[src/rtl/core_pkg.sv]
// Shared core constants: datapath width, register addressing, the ebreak
// encoding checked by writeback, and the opcodes shared with decode/memory.
package core_pkg;

    localparam int XLEN   = 32;
    localparam int REG_AW = 5;
    localparam int REG_A0 = 10;

    localparam logic [31:0] INSTR_EBREAK = 32'h0010_0073;

    localparam logic [6:0] OPC_LOAD   = 7'b000_0011;
    localparam logic [6:0] OPC_STORE  = 7'b010_0011;
    localparam logic [6:0] OPC_OPIMM  = 7'b001_0011;
    localparam logic [6:0] OPC_OP     = 7'b011_0011;
    localparam logic [6:0] OPC_LUI    = 7'b011_0111;
    localparam logic [6:0] OPC_AUIPC  = 7'b001_0111;
    localparam logic [6:0] OPC_BRANCH = 7'b110_0011;
    localparam logic [6:0] OPC_JAL    = 7'b110_1111;
    localparam logic [6:0] OPC_JALR   = 7'b110_0111;
    localparam logic [6:0] OPC_SYSTEM = 7'b111_0011;

    function automatic logic is_ebreak(input logic [31:0] instr);
        return instr == INSTR_EBREAK;
    endfunction

endpackage

[src/rtl/writeback_regfile_if.sv]
// Writeback bus: retiring instruction and read requests from the pipeline,
// operand data, commit trace, counters and halt status back to it.
interface writeback_regfile_if #(
    parameter int XLEN  = 32,
    parameter int CNT_W = 64
);
    logic             valid;
    logic [31:0]      instr;
    logic [31:0]      pc;
    logic             RegWrite;
    logic [XLEN-1:0]  MEMORY_OUT;
    logic [4:0]       rs1_addr;
    logic [4:0]       rs2_addr;
    logic [XLEN-1:0]  REG_VALUE_OUT1;
    logic [XLEN-1:0]  REG_VALUE_OUT2;
    logic             commit_valid;
    logic [31:0]      commit_pc;
    logic [CNT_W-1:0] cycle_cnt;
    logic [CNT_W-1:0] instret_cnt;
    logic             halted;
    logic [XLEN-1:0]  halt_code;

    modport master (
        output valid, instr, pc, RegWrite, MEMORY_OUT, rs1_addr, rs2_addr,
        input  REG_VALUE_OUT1, REG_VALUE_OUT2, commit_valid, commit_pc,
               cycle_cnt, instret_cnt, halted, halt_code
    );

    modport slave (
        input  valid, instr, pc, RegWrite, MEMORY_OUT, rs1_addr, rs2_addr,
        output REG_VALUE_OUT1, REG_VALUE_OUT2, commit_valid, commit_pc,
               cycle_cnt, instret_cnt, halted, halt_code
    );
endinterface

[src/rtl/regfile_2r1w.sv]
// Two-read, one-write register file with x0 forced to zero and a
// write-through bypass so a same-cycle read sees the value being written.
module regfile_2r1w
    import core_pkg::*;
#(
    parameter int XLEN = 32,
    parameter int NREG = 32
) (
    input  logic              clk,
    input  logic              rst,
    input  logic              we,
    input  logic [REG_AW-1:0] waddr,
    input  logic [XLEN-1:0]   wdata,
    input  logic [REG_AW-1:0] raddr1,
    input  logic [REG_AW-1:0] raddr2,
    output logic [XLEN-1:0]   rdata1,
    output logic [XLEN-1:0]   rdata2,
    output logic [XLEN-1:0]   a0_value
);

    logic [XLEN-1:0] regs [NREG];

    always_ff @(posedge clk or negedge rst) begin
        if (!rst) begin
            for (int i = 0; i < NREG; i++) begin
                regs[i] <= '0;
            end
        end else if (we) begin
            regs[waddr] <= wdata;
        end
    end

    always_comb begin
        rdata1 = regs[raddr1];
        if (raddr1 == '0) begin
            rdata1 = '0;
        end else if (we && (raddr1 == waddr)) begin
            rdata1 = wdata;
        end
    end

    always_comb begin
        rdata2 = regs[raddr2];
        if (raddr2 == '0) begin
            rdata2 = '0;
        end else if (we && (raddr2 == waddr)) begin
            rdata2 = wdata;
        end
    end

    // The halt code is sampled from storage, never from the bypass path.
    assign a0_value = regs[REG_A0];

endmodule

[src/rtl/writeback_regfile.sv]
// Writeback stage: commits results to the register file, keeps cycle and
// instret counters, reports the commit trace and latches halt on ebreak.
module writeback_regfile
    import core_pkg::*;
#(
    parameter int XLEN  = 32,
    parameter int NREG  = 32,
    parameter int CNT_W = 64
) (
    input  logic               clk,
    input  logic               rst,
    writeback_regfile_if.slave bus
);

    logic [REG_AW-1:0] rd;
    logic              ebreak_retire;
    logic              we;
    logic [XLEN-1:0]   a0_value;
    logic              halted;
    logic [XLEN-1:0]   halt_code;
    logic [CNT_W-1:0]  cycle_cnt;
    logic [CNT_W-1:0]  instret_cnt;
    logic              commit_valid;
    logic [31:0]       commit_pc;

    assign rd            = bus.instr[11:7];
    assign ebreak_retire = bus.valid && is_ebreak(bus.instr);
    assign we            = bus.valid && bus.RegWrite && !halted &&
                           (rd != '0) && !ebreak_retire;

    regfile_2r1w #(
        .XLEN (XLEN),
        .NREG (NREG)
    ) u_regfile (
        .clk      (clk),
        .rst      (rst),
        .we       (we),
        .waddr    (rd),
        .wdata    (bus.MEMORY_OUT),
        .raddr1   (bus.rs1_addr),
        .raddr2   (bus.rs2_addr),
        .rdata1   (bus.REG_VALUE_OUT1),
        .rdata2   (bus.REG_VALUE_OUT2),
        .a0_value (a0_value)
    );

    // Everything except the commit trace freezes once halted is set.
    always_ff @(posedge clk or negedge rst) begin
        if (!rst) begin
            halted       <= 1'b0;
            halt_code    <= '0;
            cycle_cnt    <= '0;
            instret_cnt  <= '0;
            commit_valid <= 1'b0;
            commit_pc    <= '0;
        end else begin
            commit_valid <= bus.valid && !halted;
            commit_pc    <= bus.pc;
            if (!halted) begin
                cycle_cnt <= cycle_cnt + CNT_W'(1);
                if (bus.valid) begin
                    instret_cnt <= instret_cnt + CNT_W'(1);
                end
                if (ebreak_retire) begin
                    halted    <= 1'b1;
                    halt_code <= a0_value;
                end
            end
        end
    end

    assign bus.halted       = halted;
    assign bus.halt_code    = halt_code;
    assign bus.cycle_cnt    = cycle_cnt;
    assign bus.instret_cnt  = instret_cnt;
    assign bus.commit_valid = commit_valid;
    assign bus.commit_pc    = commit_pc;

endmodule

[src/flat_wrapper.sv]
// flat-port wrapper written by rule: the top's interface ports become plain ports
module writeback_regfile_flat import core_pkg::*;
#(
    parameter int XLEN  = 32,
    parameter int NREG  = 32,
    parameter int CNT_W = 64
)
  (clk, rst, bus_valid, bus_instr, bus_pc, bus_RegWrite, bus_MEMORY_OUT, bus_rs1_addr, bus_rs2_addr, bus_REG_VALUE_OUT1, bus_REG_VALUE_OUT2, bus_commit_valid, bus_commit_pc, bus_cycle_cnt, bus_instret_cnt, bus_halted, bus_halt_code);
  writeback_regfile_if #(.XLEN(XLEN), .CNT_W(CNT_W)) bus_i ();
  input  logic clk;
  input  logic rst;
  input wire logic [$bits(bus_i.valid)-1:0] bus_valid;
  input wire logic [$bits(bus_i.instr)-1:0] bus_instr;
  input wire logic [$bits(bus_i.pc)-1:0] bus_pc;
  input wire logic [$bits(bus_i.RegWrite)-1:0] bus_RegWrite;
  input wire logic [$bits(bus_i.MEMORY_OUT)-1:0] bus_MEMORY_OUT;
  input wire logic [$bits(bus_i.rs1_addr)-1:0] bus_rs1_addr;
  input wire logic [$bits(bus_i.rs2_addr)-1:0] bus_rs2_addr;
  output wire logic [$bits(bus_i.REG_VALUE_OUT1)-1:0] bus_REG_VALUE_OUT1;
  output wire logic [$bits(bus_i.REG_VALUE_OUT2)-1:0] bus_REG_VALUE_OUT2;
  output wire logic [$bits(bus_i.commit_valid)-1:0] bus_commit_valid;
  output wire logic [$bits(bus_i.commit_pc)-1:0] bus_commit_pc;
  output wire logic [$bits(bus_i.cycle_cnt)-1:0] bus_cycle_cnt;
  output wire logic [$bits(bus_i.instret_cnt)-1:0] bus_instret_cnt;
  output wire logic [$bits(bus_i.halted)-1:0] bus_halted;
  output wire logic [$bits(bus_i.halt_code)-1:0] bus_halt_code;
  assign bus_i.valid = bus_valid;
  assign bus_i.instr = bus_instr;
  assign bus_i.pc = bus_pc;
  assign bus_i.RegWrite = bus_RegWrite;
  assign bus_i.MEMORY_OUT = bus_MEMORY_OUT;
  assign bus_i.rs1_addr = bus_rs1_addr;
  assign bus_i.rs2_addr = bus_rs2_addr;
  assign bus_REG_VALUE_OUT1 = bus_i.REG_VALUE_OUT1;
  assign bus_REG_VALUE_OUT2 = bus_i.REG_VALUE_OUT2;
  assign bus_commit_valid = bus_i.commit_valid;
  assign bus_commit_pc = bus_i.commit_pc;
  assign bus_cycle_cnt = bus_i.cycle_cnt;
  assign bus_instret_cnt = bus_i.instret_cnt;
  assign bus_halted = bus_i.halted;
  assign bus_halt_code = bus_i.halt_code;
  writeback_regfile #(.XLEN(XLEN), .NREG(NREG), .CNT_W(CNT_W)) u_core (.clk(clk), .rst(rst), .bus(bus_i));
endmodule
[config.mk]
export PLATFORM = sky130hd
export DESIGN_NAME = writeback_regfile_flat
export DESIGN_NICKNAME = d
export VERILOG_FILES = /design/src/rtl/core_pkg.sv /design/src/rtl/writeback_regfile_if.sv /design/src/rtl/regfile_2r1w.sv /design/src/rtl/writeback_regfile.sv /design/src/flat_wrapper.sv
export SDC_FILE = /design/constraint.sdc
export NUM_CORES = 2
export LEC_CHECK = 0
export BUFFER_PORTS_ARGS = -buffer_cell sky130_fd_sc_hd__buf_4
export CORE_MARGIN = 5
export CORE_UTILIZATION = 55
export CTS_BUF_LIST = sky130_fd_sc_hd__clkbuf_16
export CTS_CLUSTER_SIZE = 10
export DETAILED_ROUTE_END_ITERATION = 8
export MAX_ROUTING_LAYER = met4
export PLACE_DENSITY = 0.73
export SYNTH_ARGS = -nofsm -noshare
export SYNTH_HDL_FRONTEND = slang
export SYNTH_SLANG_ARGS = --single-unit
[constraint.sdc]
create_clock -name clk -period 3.2 [get_ports clk]
set_input_delay 0.48 -clock clk [delete_from_list [all_inputs] [get_ports clk]]
set_output_delay 0.48 -clock clk [all_outputs]
set_load 0.02 [all_outputs]
==> run_results.csv <==
group,metric,value,unit
sta,setup_ws_final,-0.05008,ns
yosys,yosys_warnings,0,
finish,ff_latch_area,30480,µm²
detailed_routing,vias,45600,
yosys,netlist_cell_types,55,
clock_tree,clk_path_buf_depth,3,
status,result_of_the_run,"complete, but fails checks",
pwr,p_int,0.02509,W
clock_tree,cts.sink_count,1218,
finish,finalInstanceArea,75100,µm²
detailed_routing,drc,0,
global_route,grtUsageTotal,35.68,%
clock_tree,cts_buf_count,144,
clock_tree,cts_h_tree_depth,4,
die,core_footprint,113900,µm²
sta,timing.clock.skew,0.02166,ns
worst_setup_path,worst_ep_required_time,2.72,ns
yosys,yosysTopAreaCell,"dfrtp_1",
clock_tree,clockRootBuffer,"clkbuf_16",
min_path,hold_wc_path_type,"in2reg",
global_route,initial_antenna_violation_count,6,
sta,slew_violations,0,
place,dp.final_hpwl,132000,µm
sta,worst_relative_slew_slack,37.12,%
pwr,vdd_drop_max,481.7,µV
pwr,clkPwrFrac,44.1,%
finish,final.fill_count,8202,
die,dieArea,121000,µm²
pwr,power_switching_share,24.99,%
clock_tree,clkLatencyLatePin,0.77,ns
worst_setup_path,start_kind,"register",
detailed_routing,routed_wirelength,213400,µm
pwr,power_frac_seq,46.4,%
yosys,synth.area.top_cells,"dfrtp_1 (49%), mux2_2 (20%), mux4_2 (14%), mux2i_1 (2.5%), nor3_1 (2.0%)",
clock_tree,cts_tree,"built",
place,dpl_cell_area,69680,µm²
yosys,synth_area_per_cell,13.79,µm²
sta,setup_viol_count_final,8,
yosys,ys_seq_area_share,48.56,%
sta,max_freq,0.3077,GHz
global_route,grt_max_degree,93,
pwr,pd_cells,445.4,nW/µm²
worst_setup_path,worst_setup_path_startpoint,"u_core.bus.halted",
worst_setup_path,cp_capture_point,"bus_REG_VALUE_OUT1[16]",
pwr,power_leakage,35.79,nW
sta,final-hold-violation-count,0,
pwr,comb_power_share,9.5,%
sta,fin_crit_sh,101.6,%
yosys,yosysMostFrequentCell,"dfrtp_1",
die,ioPinCount,368,
place,port_buffers,367,
finish,combined_area_of_the_multi_input_logic_cells,30990,µm²
yosys,synth.net_count,4665,
yosys,ys_async_sr_fraction,100.0,%
yosys,synthTopCellsByCount,"dfrtp_1 (1,218), mux2_2 (1,130), mux4_2 (383)",
global_route,globalRouteOverflowTotal,0,
worst_setup_path,critPathMaxFanout,11,
worst_setup_path,r2r-start,"u_core.bus.halted",
die,chipWidth,347.8,µm
worst_setup_path,reg2reg_setup_slack,0.37,ns
die,core.rowCount,124,
worst_setup_path,cp-end-kind,"output port",
yosys,synth.top_cell.area_share,48.56,%
status,violations,"negative setup slack",
sta,whs,0.1277,ns
worst_setup_path,ff2ff_path_depth,7,
detailed_routing,drt_first_iter_violations,5382,
sta,worst_slew_pin_slew,0.9432,ns
global_route,vias_in_the_first_global_route,46650,
pwr,power.net_switching,0.008362,W
global_route,grt_pass1_wl,312700,µm
worst_setup_path,data_arrival_at_the_endpoint_of_the_critical_path,2.77,ns
detailed_routing,ant_nets,0,
finish,final_nets,5122,
yosys,ys_ff_latch,1218,
yosys,synth_area,62770,µm²
die,chip_height,347.8,µm
place,finalWeightedCongestion,0.9139,
job,timing.max_cap.violations,0,
clock_tree,clk_pin_slew,0.05,ns
detailed_routing,routedWlPerCell,32.47,µm
detailed_routing,detail_route.first_pass.iterations,8,
finish,drive_gt1_share,51.23,%
worst_setup_path,timing.setup.critical_path_class,"reg2out",
sta,grt_setup_unrepaired,"yes",
worst_setup_path,reg2reg_to,"u_core.u_regfile.regs[232]",
yosys,yosys_most_used_dff,"dfrtp_1",
finish,flow.area_growth_from_synthesis,19.65,%
die,initial_core_util,55.12,%
yosys,syn_inst,4553,
yosys,synth_enable_flop_cells,0,
detailed_routing,route.detailed.vias_per_inst,6.940,
pwr,power.total,0.03345,W
sta,period_minus_slack,3.250,ns
metrics by stage:
step                TNS [ns]  utilization (%)  std cells  worst slack (ns)
floorplan                  0                -       4553            0.2868
global placement     -0.9809            61.19       6322           -0.2499
detailed placement   -0.9849            61.19       6322           -0.2446
CTS                  -0.1668            65.43       6557          -0.05309
global route          -4.584            65.95       6571           -0.1613
finish               -0.1794            65.95       6571          -0.05008
repair_timing:
| action | 4_1_cts | 5_1_grt |
|---|---|---|
| pin swaps | 19 | 19 |
| cloned | 2 | 6 |
| hold endpoints to repair | 89 | 0 |
| hold buffers | 33 | 0 |
| endpoints found under the setup margin | 64 | 60 |
| gates resized for setup | 64 | 95 |
| setup buffers | 10 | 4 |
power by group through the flow:
stage               registers, W  clock network, W  logic [W]
floorplan                 0.0158                 0    0.00135
detailed placement        0.0158                 0    0.00301
global placement          0.0158                 0    0.00299
finish                    0.0155            0.0148    0.00317
CTS                       0.0155            0.0149    0.00309
global route              0.0155            0.0155    0.00331
critical path, stage by stage (launching register included):
cell and delay, ns:
dfrtp_1 0.36, nand3b_1 0.25, a21oi_2 0.23, and4_4 0.36
buf_12 0.19, nor3_2 0.07, nor3_1 0.21, buf_4 0.20
buf_6 0.13
kinds of logic after synthesis:
family / count (synthesis) / share of synthesized area [%]
fa+ha+maj: 2 / 0.03986
simple gates: 774 / 6.273
xor+xnor: 136 / 1.922
compound gates: 262 / 3.215
buf+inv: 480 / 3.273
flops: 1218 / 48.56
mux: 1681 / 36.72
placed cells by master (no fill, tap or decap), drive strengths merged, types with 3 or more instances in the layout:
cell type	netlist	routed
and2	8	8
nand4	47	47
nor2	236	236
inv	18	42
o22ai	136	136
mux2	1142	1142
nand4b	3	3
nor3	254	254
mux4	383	383
o221ai	32	32
clkinv	0	15
or2	3	3
nor2b	7	7
nor4	43	43
xor2	52	52
dlygate4sd3	0	33
buf	214	734
nor4b	5	5
or3	5	5
or4	3	3
diode	0	5
nand2	67	67
nand3b	6	6
or3b	4	4
and4	11	11
xnor2	84	84
dfrtp	1218	1218
a2111oi	4	4
and3	18	18
clkbuf	248	155
nand2b	11	11
nand3	39	39
nor3b	4	4
a211oi	15	15
mux2i	156	156
a221o	70	70
registers in the layout, indices dropped and copies added (netlist names):
signal	flops
u_core.u_regfile.a0_value	32
u_core.bus.commit_valid	1
u_core.bus.halt_code	32
u_core.bus.cycle_cnt	64
u_core.bus.halted	1
u_core.bus.instret_cnt	64
u_core.u_regfile.regs	992
u_core.bus.commit_pc	32
worst min-delay path by stage:
| stage | from | slack [ns] | cells after the start | endpoint |
|---|---|---|---|---|
| 3_3_place_gp | u_core.u_regfile.regs[1022] | 0.38 | 0 | u_core.u_regfile.regs[1022] |
| 4_1_cts | bus_MEMORY_OUT[1] | 0.08 | 2 | u_core.u_regfile.regs[769] |
| 3_5_place_dp | u_core.u_regfile.regs[998] | 0.39 | 0 | u_core.u_regfile.regs[998] |
| 2_1_floorplan | rst | 0.18 | 0 | u_core.bus.commit_pc[0] |
| 6_report | bus_MEMORY_OUT[1] | 0.13 | 2 | u_core.u_regfile.regs[833] |
| 5_1_grt | bus_MEMORY_OUT[1] | 0.11 | 2 | u_core.u_regfile.regs[769] |
area by class of cell:
| type | instances | area share, % |
|---|---|---|
| Timing Repair Buffer | 773 | 10.15 |
| Antenna cell | 5 | 0.01666 |
| Clock buffer | 149 | 4.965 |
| Sequential cell | 1218 | 40.59 |
| Tap cell | 1512 | 2.519 |
| Clock inverter | 41 | 0.4132 |
| Inverter | 18 | 0.08996 |
| Multi-Input combinational cell | 2855 | 41.26 |
routing by layer:
metal,routed length (µm),vias up,GRT usage (%)
li1,-,18100,-
met1,81420,23690,47.57
met2,94110,3014,51.26
met3,24050,802,8.768
met4,13810,0,18.44
met5,0,-,-
Power figures use the tool's default switching activity.
